===== src/rtl/adder_tree_feeder.sv =====
// Packs a serial valid/ready word stream into NUM_LANES parallel lanes for the adder tree.
// Short groups closed by in_last are zero-padded; one fill bank plus one output bank.
module adder_tree_feeder #(
    parameter int ADDER_WIDTH = 32,
    parameter int NUM_LANES   = 8,
    parameter int IDX_W       = 3
) (
    input  logic                             clk,
    input  logic                             reset,
    input  logic [ADDER_WIDTH-1:0]           in_data,
    input  logic                             in_valid,
    input  logic                             in_last,
    output logic                             in_ready,
    output logic [NUM_LANES*ADDER_WIDTH-1:0] lanes,
    output logic [IDX_W:0]                   out_count,
    output logic                             out_valid,
    input  logic                             out_ready
);

    typedef logic [NUM_LANES-1:0][ADDER_WIDTH-1:0] bank_t;

    localparam logic [IDX_W-1:0] LAST_IDX = IDX_W'(NUM_LANES - 1);

    bank_t            fill_q, fill_d, fill_wr;
    bank_t            lanes_q, lanes_d;
    logic [IDX_W-1:0] idx_q, idx_d;
    logic [IDX_W:0]   count_q, count_d;
    logic             pending_q, pending_d;
    logic             out_valid_q, out_valid_d;

    logic accept;
    logic complete;
    logic slot_free;
    logic launch;

    // Lanes beyond the last real word are forced to the additive identity.
    function automatic bank_t pad_group(input bank_t grp, input logic [IDX_W-1:0] last_idx);
        bank_t res;
        res = '0;
        for (int i = 0; i < NUM_LANES; i++) begin
            res[i] = (i <= int'(last_idx)) ? grp[i] : '0;
        end
        return res;
    endfunction

    assign in_ready  = !pending_q;
    assign accept    = in_valid && in_ready;
    assign complete  = accept && (in_last || (idx_q == LAST_IDX));
    assign slot_free = !out_valid_q || out_ready;
    // A held group has priority; no word can be accepted while one is pending.
    assign launch    = (pending_q && out_ready) || (complete && slot_free);

    always_comb begin
        fill_wr = fill_q;
        if (accept) begin
            fill_wr[idx_q] = in_data;
        end

        fill_d      = fill_wr;
        idx_d       = idx_q;
        pending_d   = pending_q;
        lanes_d     = lanes_q;
        count_d     = count_q;
        out_valid_d = out_valid_q && !out_ready;

        if (launch) begin
            lanes_d     = pad_group(fill_wr, idx_q);
            count_d     = {1'b0, idx_q} + (IDX_W + 1)'(1);
            out_valid_d = 1'b1;
            fill_d      = '0;
            idx_d       = '0;
            pending_d   = 1'b0;
        end else if (complete) begin
            // Output slot busy: keep the finished group in the fill bank, idx marks its last lane.
            pending_d = 1'b1;
        end else if (accept) begin
            idx_d = idx_q + IDX_W'(1);
        end
    end

    always_ff @(posedge clk or posedge reset) begin
        if (reset) begin
            fill_q      <= '0;
            idx_q       <= '0;
            pending_q   <= 1'b0;
            lanes_q     <= '0;
            count_q     <= '0;
            out_valid_q <= 1'b0;
        end else begin
            fill_q      <= fill_d;
            idx_q       <= idx_d;
            pending_q   <= pending_d;
            lanes_q     <= lanes_d;
            count_q     <= count_d;
            out_valid_q <= out_valid_d;
        end
    end

    assign lanes     = lanes_q;
    assign out_count = count_q;
    assign out_valid = out_valid_q;

endmodule


===== config.mk =====
export PLATFORM = sky130hd
export DESIGN_NAME = adder_tree_feeder
export DESIGN_NICKNAME = d
export VERILOG_FILES = /design/src/rtl/adder_tree_feeder.sv
export SDC_FILE = /design/constraint.sdc
export NUM_CORES = 1
export LEC_CHECK = 0
export ABC_AREA = 1
export BUFFER_PORTS_ARGS = -buffer_cell sky130_fd_sc_hd__buf_4
export CAP_MARGIN = 10
export CORE_UTILIZATION = 33
export DETAILED_ROUTE_END_ITERATION = 6
export SYNTH_ARGS = -nofsm -noshare
export SYNTH_HDL_FRONTEND = slang
export SYNTH_SLANG_ARGS = --single-unit

===== constraint.sdc =====
create_clock -name clk -period 25.5 [get_ports clk]
set_input_delay 5.1 -clock clk [delete_from_list [all_inputs] [get_ports clk]]
set_output_delay 5.1 -clock clk [all_outputs]
set_load 0.01 [all_outputs]

==> results of run 1 <==
==> logic make-up (layout without fill, tap and decap cells) <==
kind of cell / after synthesis / in the layout / synth area share (%)
simple gates: 1432 / 1432 / 25.79
fa+ha+maj: 4 / 4 / 0.2285
flops: 521 / 521 / 59.52
compound gates: 393 / 393 / 8.979
buf+inv: 277 / 516 / 5.489
==> per-stage QoR <==
| stage | area (um^2) | std cells | utilization (%) |
|---|---|---|---|
| 3_5_place_dp | 24660 | 3625 | 37.51 |
| 4_1_cts | 26550 | 3730 | 40.38 |
| 6_report | 26550 | 3730 | 40.38 |
| 2_1_floorplan | 21910 | 2627 | - |
| 5_1_grt | 26550 | 3730 | 40.38 |
| 3_3_place_gp | 24660 | 3625 | 37.51 |
==> flip-flops by register name, indices dropped and copies added (netlist names) <==
| name | count |
|---|---|
| fill_q | 256 |
| idx_q | 3 |
| lanes | 256 |
| out_count | 4 |
| out_valid | 1 |
| pending_q | 1 |
==> power breakdown <==
group / leakage, nW / switching, mW / internal, mW
Combinational: 6.88 / 0.541 / 0.266
Clock: 0.932 / 0.345 / 0.485
Sequential: 7.11 / 0.0942 / 1.03
Total: 14.9 / 0.980 / 1.78
==> metal layers <==
layer	vias up	GRT usage (%)
li1	8731	-
met1	8852	30.60
met2	526	33.22
met3	104	4.162
met4	0	6.503
met5	-	0
==> critical path: cells and delay by family <==
kind / cells / cell delay, ns
AND/OR/NAND/NOR: 6 / 0.99
buffers and inverters: 5 / 2.57
==> worst min path at each step <==
stage	startpoint	to	slack [ns]
final	lanes[243]	lanes[243]	0.48
after global routing	lanes[99]	lanes[99]	0.51
after CTS	lanes[243]	lanes[243]	0.49
after detailed placement	lanes[196]	lanes[196]	0.47
after global placement	lanes[115]	lanes[115]	0.47
after floorplan	fill_q[128]	fill_q[128]	0.50
==> final cells by class <==
type | count | area [um^2]
well taps | 864 | 1081
flip-flops and latches | 521 | 13040
fillers | 6659 | 39200
multi-input cells | 1829 | 7725
clock inverters | 21 | 203.9
clock buffers | 84 | 1678
inverters | 78 | 307.8
repair buffers | 333 | 2512
==> placed cells by master (no fill, tap or decap) <==
cell type / Yosys / layout
nand2_1: 1183 / 1182
dfrtp_1: 521 / 521
buf_4: 15 / 332
a21oi_1: 225 / 224
nand3_1: 198 / 197
o21ai_0: 166 / 166
inv_1: 72 / 71
clkbuf_16: 0 / 57
nor2_1: 44 / 35
clkbuf_8: 0 / 15
clkbuf_1: 98 / 12
nor2_2: 3 / 11
clkinv_2: 0 / 11
ha_1: 4 / 4
inv_2: 4 / 3
clkinv_4: 0 / 3
bufinv_16: 0 / 3
nor2_4: 1 / 2
clkinv_1: 2 / 2
nand4_1: 2 / 2
inv_8: 0 / 2
o21ai_2: 0 / 2
inv_6: 0 / 2
clkinvlp_4: 0 / 2
nand2_4: 0 / 1
nand3_4: 0 / 1
nand3_2: 1 / 1
a21oi_2: 0 / 1
buf_12: 0 / 1
==> flow_metrics.env, run 1 <==
export IMPL_dr_wl_met2_mm=33.10
export IMPL_synth_cells=2627
export IMPL_finalMaxSlewViolations=0
export IMPL_ios=299
export IMPL_met1_length_mm=33.54
export IMPL_setup_viol=0
export IMPL_synth_commonest_cells="1183 x nand2_1, 521 x dfrtp_1, 225 x a21oi_1"
export IMPL_cap_violations=0
export IMPL_r2r_start="idx_q[0]"
export IMPL_dr_total_vias=18213
export IMPL_fp_dieW_um=259.6
export IMPL_start_kind="input pin"
export IMPL_drtAntennaViolNets=0
export IMPL_cts_made_buffers=56
export IMPL_die_area_um2=67420
export IMPL_slowest_delay_ns=0.88
export IMPL_relSlewSlack_pct=29.34
export IMPL_skew_ns=0.01591
export IMPL_synthFlopType="dfrtp_1"
export IMPL_synth_edf_count=0
export IMPL_reg2reg_slack_ns=20.84
export IMPL_path_cells="buf_4 -> inv_2 -> nor2_4 -> nand2_1 -> nand2_1 -> nand2_4 -> inv_8 -> buf_4 -> buf_4 -> nand3_1 -> nand2_1"
export IMPL_ff2ff_path_depth=12
export IMPL_worst_ir_drop_vdd_uv=48.84
export IMPL_drc=0
export IMPL_drt_iter0_markers=1366
export IMPL_p_leak_nw=14.92
export IMPL_path_clk_slew_ns=0.06
export IMPL_grt_pass1_wl_mm=109.5
export IMPL_fmax_ghz=0.1200
export IMPL_core_area_um2=65750
export IMPL_synth_top_cell_area_share_pct=59.52
export IMPL_pre_cts_ws_ns=16.58
export IMPL_synthesis_area_um2=21910
export IMPL_drive_above_1_share_pct=15.70
export IMPL_die_y_um=259.6
export IMPL_worstPathArrival_ns=8.88
export IMPL_routed_wirelength_mm=73.42
export IMPL_topRoutingLayerUsed="met4"
export IMPL_antenna_found_initial=1
export IMPL_cts_sinks=521
export IMPL_met3_length_mm=4.670
export IMPL_synth_seq_cells=521
export IMPL_synth_seq_area_share_pct=59.52
export IMPL_wl_per_cell_um=19.68
export IMPL_first_pass_iters=5
export IMPL_crit_fanout=149
export IMPL_cts_root_buf="clkbuf_16"
export IMPL_synth_most_common_cell="nand2_1"
export IMPL_p_total_mw=2.758
export IMPL_grt_max_degree=150
export IMPL_grt_pass1_vias=17475
export IMPL_finalHoldViolations=0
export IMPL_start_util_pct=33.32
export IMPL_areaGrowthSynthToFinish_pct=21.18
export IMPL_yosysWarnings=0
export IMPL_postCtsHoldBufs=0
export IMPL_hp_class="flop to flop"
export IMPL_dpl_hpwl_mm=43.10
export IMPL_finalCriticalPeriod_ns=8.333
export IMPL_cts_tree="done"
export IMPL_tightest_slew_ns=1.060
export IMPL_r2r_end="lanes[169]"
export IMPL_synth_cell_types=20
export IMPL_cp_slowest_cell="buf_4"
export IMPL_rows=94
export IMPL_cts_setup_buffers=0
export IMPL_port_buffers=298
export IMPL_setup_slack_ns=17.17
export IMPL_status="completed"
export IMPL_whs_ns=0.4788
export IMPL_whs_path_depth=2
export IMPL_powerDensity_nw_per_um2=103.9
export IMPL_required_ns=26.05
export IMPL_cts_max_path_buffers=3
export IMPL_critPathCapture="lanes[169]"
export IMPL_async_reset_ff_share_pct=100.0
export IMPL_fin_setup_tns_ns=0
export IMPL_min_period_over_period_pct=32.68
export IMPL_crit_path_start="in_valid"
export IMPL_grt_overflow_total=0
export IMPL_drt_vias_per_instance=4.883
export IMPL_syn_nets=2668
export IMPL_synth_area_leaders="dfrtp_1 60%, nand2_1 20%, a21oi_1 5.1%"
export IMPL_worstSkewPairLatency_ns=0.61
export IMPL_critPathKind="input pin to flop"
export IMPL_cts_repair_resized=0
export IMPL_end_kind="flop"
export IMPL_track_usage_pct=21.55
export IMPL_yosys_area_top_type="dfrtp_1"
export IMPL_place_congestion=0.7657
export IMPL_nets=2860
export IMPL_diodes=0
export IMPL_syn_avg_cell_area_um2=8.339
export IMPL_rsz0062_at_grt="no"
export IMPL_cts_htree_levels=2
(Power assumes the default switching activity.)
==> inputs of run 2 (changes only) <==
- clock period: 25.5 -> 7.4 ns (I/O delays scaled with it)
==> run 2 against run 1 <==
  * Non-clock buffer count fell by 2
  * Worst setup slack worse by 14 ns
  * Core utilization up 0.19 points
  * Via count rose by 0.12%
  * Largest power group unchanged
  * Flip-flop and latch count unchanged
  * First-iteration DRC count is 38% higher
  * Clock skew is 0.0026 ns lower
  * Final cell count about the same
  * Worst hold slack got worse by 0.0030 ns
  * Die area is the same
==> flow_metrics.env, run 2 (same netlist as run 1, synthesis figures left out) <==
export IMPL_cts_max_path_buffers=3
export IMPL_fillers=6602
export IMPL_slowest_delay_ns=0.87
export IMPL_fp_dieW_um=259.6
export IMPL_whs_ns=0.4758
export IMPL_critPathBufInv=3
export IMPL_cts_repair_resized=0
export IMPL_nets=2859
export IMPL_rsz0062_at_grt="no"
export IMPL_use_met2_pct=32.27
export IMPL_powerDensity_nw_per_um2=360.4
export IMPL_dpl_hpwl_mm=42.72
export IMPL_start_kind="flop"
export IMPL_critPathKind="flop to flop"
export IMPL_wl_per_cell_um=19.50
export IMPL_crit_family="buffers and inverters"
export IMPL_tightest_slew_ns=1.073
export IMPL_drt_iter0_markers=1880
export IMPL_routed_wirelength_mm=72.77
export IMPL_reg2reg_slack_ns=3.61
export IMPL_fmax_ghz=0.2637
export IMPL_r2r_start="idx_q[0]"
export IMPL_drive_above_1_share_pct=15.77
export IMPL_worstSkewPairLatency_ns=0.61
export IMPL_status="completed"
export IMPL_hold_end="lanes[54]"
export IMPL_whs_path_depth=2
export IMPL_end_kind="flop"
export IMPL_drc=0
export IMPL_rows=94
export IMPL_start_util_pct=33.32
export IMPL_grt_overflow_total=0
export IMPL_postCtsHoldBufs=0
export IMPL_r2r_end="lanes[195]"
export IMPL_die_y_um=259.6
export IMPL_path_clk_slew_ns=0.06
export IMPL_die_area_um2=67420
export IMPL_p_leak_nw=14.97
export IMPL_ios=299
export IMPL_cp_slowest_cell="buf_4"
export IMPL_worstPathArrival_ns=4.33
export IMPL_port_buffers=298
export IMPL_cts_sinks=521
export IMPL_cts_tree="done"
export IMPL_first_pass_iters=5
export IMPL_required_ns=7.94
export IMPL_ff2ff_path_depth=11
export IMPL_antenna_found_initial=3
export IMPL_final_cell_mix="1182 x nand2_1, 521 x dfrtp_1, 326 x buf_4, 224 x a21oi_1, 198 x nand3_1"
export IMPL_finalHoldViolations=0
export IMPL_dr_total_vias=18235
export IMPL_cts_setup_buffers=0
export IMPL_grt_pass1_wl_mm=108.5
export IMPL_hp_class="flop to flop"
export IMPL_cts_made_buffers=57
export IMPL_stdcell_area_um2=26670
export IMPL_grt_use_met1_pct=31.70
export IMPL_finalCriticalPeriod_ns=3.792
export IMPL_met3_usage_pct=3.382
export IMPL_relSlewSlack_pct=28.17
export IMPL_min_from="lanes[54]"
export IMPL_cap_violations=0
export IMPL_core_area_um2=65750
export IMPL_track_usage_pct=21.51
export IMPL_worst_ir_drop_vdd_uv=201.5
export IMPL_grt_pass1_vias=17146
export IMPL_path_depth=11
export IMPL_finalMaxSlewViolations=0
export IMPL_min_period_over_period_pct=51.24
export IMPL_setup_viol=0
export IMPL_skew_ns=0.01333
export IMPL_drt_vias_per_instance=4.887
export IMPL_place_congestion=0.7793
export IMPL_placed_area_um2=24720
export IMPL_cts_root_buf="clkbuf_16"
export IMPL_path_cells="ha_1 -> ha_1 -> inv_1 -> nand2_1 -> nand2_1 -> nand2_1 -> nand2_4 -> buf_4 -> buf_4 -> nand2_1 -> nand2_1"
export IMPL_areaGrowthSynthToFinish_pct=21.74
export IMPL_grt_busiest_layer="met2"
export IMPL_final_common_cell="nand2_1"
export IMPL_drtAntennaViolNets=0
export IMPL_cts_htree_levels=2
export IMPL_crit_fanout=95
export IMPL_path_common_cell="nand2_1"
export IMPL_grt_max_degree=147
## run 2: worst reg2reg max path, delay by kind of cell (launching register included)
| kind | cells | cell delay (ns) |
|---|---|---|
| flops | 1 | 0.55 |
| simple gates | 6 | 0.95 |
| fa+ha+maj | 2 | 0.47 |
| buf+inv | 3 | 1.77 |
## run 2: stage by stage
stage	setup slack (ns)	TNS (ns)	util, %	cells	total power [mW]
after floorplan	-1.158	-603.43	-	2627	5.603
after global placement	3.085	0	37.59	3623	6.682
after detailed placement	3.031	0	37.59	3623	6.732
after CTS	3.598	0	40.56	3730	9.723
after global routing	3.212	0	40.56	3730	10.22
final	3.608	0	40.56	3731	9.612
## run 2: per-layer routing
layer / wire [um] / vias up
li1: - / 8741
met1: 33820 / 8858
met4: 2152 / 0
met5: 0 / -
met2: 32460 / 526
met3: 4336 / 110
## run 2: worst max path at each step
stage / startpoint / endpoint / slack (ns)
6_report: idx_q[0] / lanes[195] / 3.61
2_1_floorplan: reset / fill_q[0] / -1.16
4_1_cts: idx_q[0] / lanes[205] / 3.60
5_1_grt: idx_q[0] / lanes[195] / 3.21
3_5_place_dp: in_last / lanes[205] / 3.03
3_3_place_gp: in_last / lanes[138] / 3.08
## run 2: area by class of cell
type / instances / area, um^2 / share of cell area [%]
sequential: 521 / 13040 / 48.89
multi-input combinational: 1829 / 7745 / 29.04
timing repair buffer: 331 / 2547 / 9.552
clock buffer: 80 / 1675 / 6.282
tap: 864 / 1081 / 4.053
inverter: 78 / 304.0 / 1.140
clock inverter: 27 / 276.5 / 1.037
antenna: 1 / 2.502 / 0.009383
## run 2: power by group
part | internal (mW) | leakage [nW] | switching [mW] | total [mW]
sequential | 3.54 | 7.11 | 0.328 | 3.87
clock | 1.75 | 0.975 | 1.21 | 2.96
combinational | 0.925 | 6.88 | 1.86 | 2.78
==> inputs of run 3 (changes only) <==
- clock period: 7.4 -> 3.22 ns (I/O delays scaled with it)
==> run 3 against run 2 <==
  * Die area is the same
  * Routed wire length grew 0.63%
  * Non-clock buffer count grew 27
==> flow_metrics.env, run 3 (same netlist as run 1, synthesis figures left out) <==
export IMPL_rows=94
export IMPL_hp_class="input pin to async pin"
export IMPL_cts_htree_levels=2
export IMPL_port_buffers=298
export IMPL_rsz0062_at_grt="no"
export IMPL_grt_pass1_wl_mm=109.0
export IMPL_dr_total_vias=18374
export IMPL_cts_root_buf="clkbuf_16"
export IMPL_place_inst=3650
export IMPL_dpl_hpwl_mm=44.31
export IMPL_worstSkewPairLatency_ns=0.61
export IMPL_relSlewSlack_pct=24.33
export IMPL_p_leak_nw=15.11
export IMPL_drt_iter0_markers=1888
export IMPL_critPathBufInv=2
export IMPL_start_util_pct=33.32
export IMPL_placed_area_um2=25020
export IMPL_powerDensity_nw_per_um2=825.0
export IMPL_cts_made_buffers=57
export IMPL_cts_repair_resized=0
export IMPL_place_congestion=0.8015
export IMPL_grt_overflow_total=0
export IMPL_grt_pass1_vias=17016
export IMPL_pre_cts_ws_ns=0.4231
export IMPL_postCtsHoldBufs=0
export IMPL_drc=0
export IMPL_nets=2886
export IMPL_cts_setup_buffers=0
export IMPL_final_common_cell="nand2_1"
export IMPL_status="completed"
export IMPL_end_kind="flop"
export IMPL_first_pass_iters=5
export IMPL_worst_ir_drop_vdd_uv=394.9
export IMPL_final_cell_mix="1182 x nand2_1, 521 x dfrtp_1, 345 x buf_4, 224 x a21oi_1, 198 x nand3_1"
export IMPL_start_kind="flop"
export IMPL_required_ns=3.76
export IMPL_finalCriticalPeriod_ns=2.822
export IMPL_grt_max_degree=130
export IMPL_skew_ns=0.01246
export IMPL_setup_viol=0
export IMPL_setup_slack_ns=0.3979
export IMPL_path_clk_slew_ns=0.06
export IMPL_stdcell_area_um2=26950
export IMPL_path_common_cell="nand2_1"
export IMPL_areaGrowthSynthToFinish_pct=23.04
export IMPL_finalHoldViolations=0
export IMPL_finalMaxSlewViolations=0
export IMPL_crit_fanout=23
export IMPL_drtAntennaViolNets=0
export IMPL_critPathKind="flop to flop"
export IMPL_antenna_found_initial=1
export IMPL_path_cells="ha_1 -> ha_1 -> inv_1 -> nand2_1 -> nand2_1 -> nand2_1 -> nand2_4 -> nor2_2 -> buf_4 -> nand2_1 -> nand2_1"
export IMPL_wl_per_cell_um=19.51
export IMPL_crit_family="simple AND/OR/NAND/NOR gates"
export IMPL_cts_tree="done"
export IMPL_fp_dieW_um=259.6
export IMPL_cts_max_path_buffers=3
export IMPL_slowest_delay_ns=0.87
export IMPL_die_y_um=259.6
export IMPL_track_usage_pct=21.50
export IMPL_fmax_ghz=0.3544
export IMPL_die_area_um2=67420
export IMPL_tightest_slew_ns=1.134
export IMPL_final_cell_count_no_fill=3754
export IMPL_drive_above_1_share_pct=16.27
export IMPL_drt_vias_per_instance=4.895
export IMPL_min_period_over_period_pct=87.64
export IMPL_worstPathArrival_ns=3.36
export IMPL_cap_violations=0
export IMPL_ios=299
export IMPL_cp_slowest_cell="nor2_2"
export IMPL_cts_sinks=521
export IMPL_core_area_um2=65750
export IMPL_routed_wirelength_mm=73.23
[run 3: cell types whose count changed in the layout (fill, tap and decap cells not counted), sizes merged]
cell | before | now
clkbuf | 80 | 86
clkinvlp | 3 | 4
clkinv | 19 | 10
buf | 331 | 358
inv | 78 | 76
[run 3: path summary, 6_finish.rpt]
check | from | end | slack, ns | cells after the start
max | idx_q[0] | lanes[59] | 0.40 | 11
min | reset | fill_q[22] | 0.1 | 2
max reg2reg | idx_q[0] | lanes[59] | 0.40 | 11
min reg2reg | lanes[245] | lanes[245] | 0.48 | 2
max in group asynchronous | reset | lanes[160] | 2.08 | 4
min in group clk | out_ready | pending_q | 0.41 | 4
[run 3: worst reg2reg max path, stage by stage, from the launching register on]
cell	delay [ns]
dfrtp_1	0.58
ha_1	0.22
ha_1	0.13
inv_1	0.06
nand2_1	0.10
nand2_1	0.06
nand2_1	0.11
nand2_4	0.13
nor2_2	0.87
buf_4	0.34
nand2_1	0.09
nand2_1	0.06
[run 3: per-layer routing]
metal  vias up  GRT usage (%)  share of wire (%)
met5         -              0                  0
met1      8904          31.74                 46
met2       579          32.36                 45
met4         0          6.552                2.9
li1       8783              -                  -
met3       108          3.265                6.3
[run 3: area by class of cell]
class	count	area, um^2
diodes	1	2.502
well taps	864	1081
fillers	6584	38790
clock inverters	17	225.2
multi-input cells	1829	7745
inverters	78	304.0
clock buffers	86	1708
repair buffers	358	2850
flip-flops and latches	521	13040
[run 3: through the flow]
| stage | hold WS [ns] | utilization [%] | TNS, ns | power (mW) |
|---|---|---|---|---|
| 3_3_place_gp | 0.4652 | 38.05 | 0 | 15.55 |
| 4_1_cts | 0.07470 | 40.99 | 0 | 22.45 |
| 6_report | 0.09538 | 41.00 | 0 | 22.24 |
| 2_1_floorplan | 0.5028 | - | -2345.65 | 12.88 |
| 5_1_grt | 0.09229 | 40.99 | 0 | 23.55 |
| 3_5_place_dp | 0.4668 | 38.05 | 0 | 15.64 |
[run 3: power by group]
part | switching [mW] | internal, mW
sequential | 0.752 | 8.14
clock | 2.73 | 4.04
combinational | 4.32 | 2.25
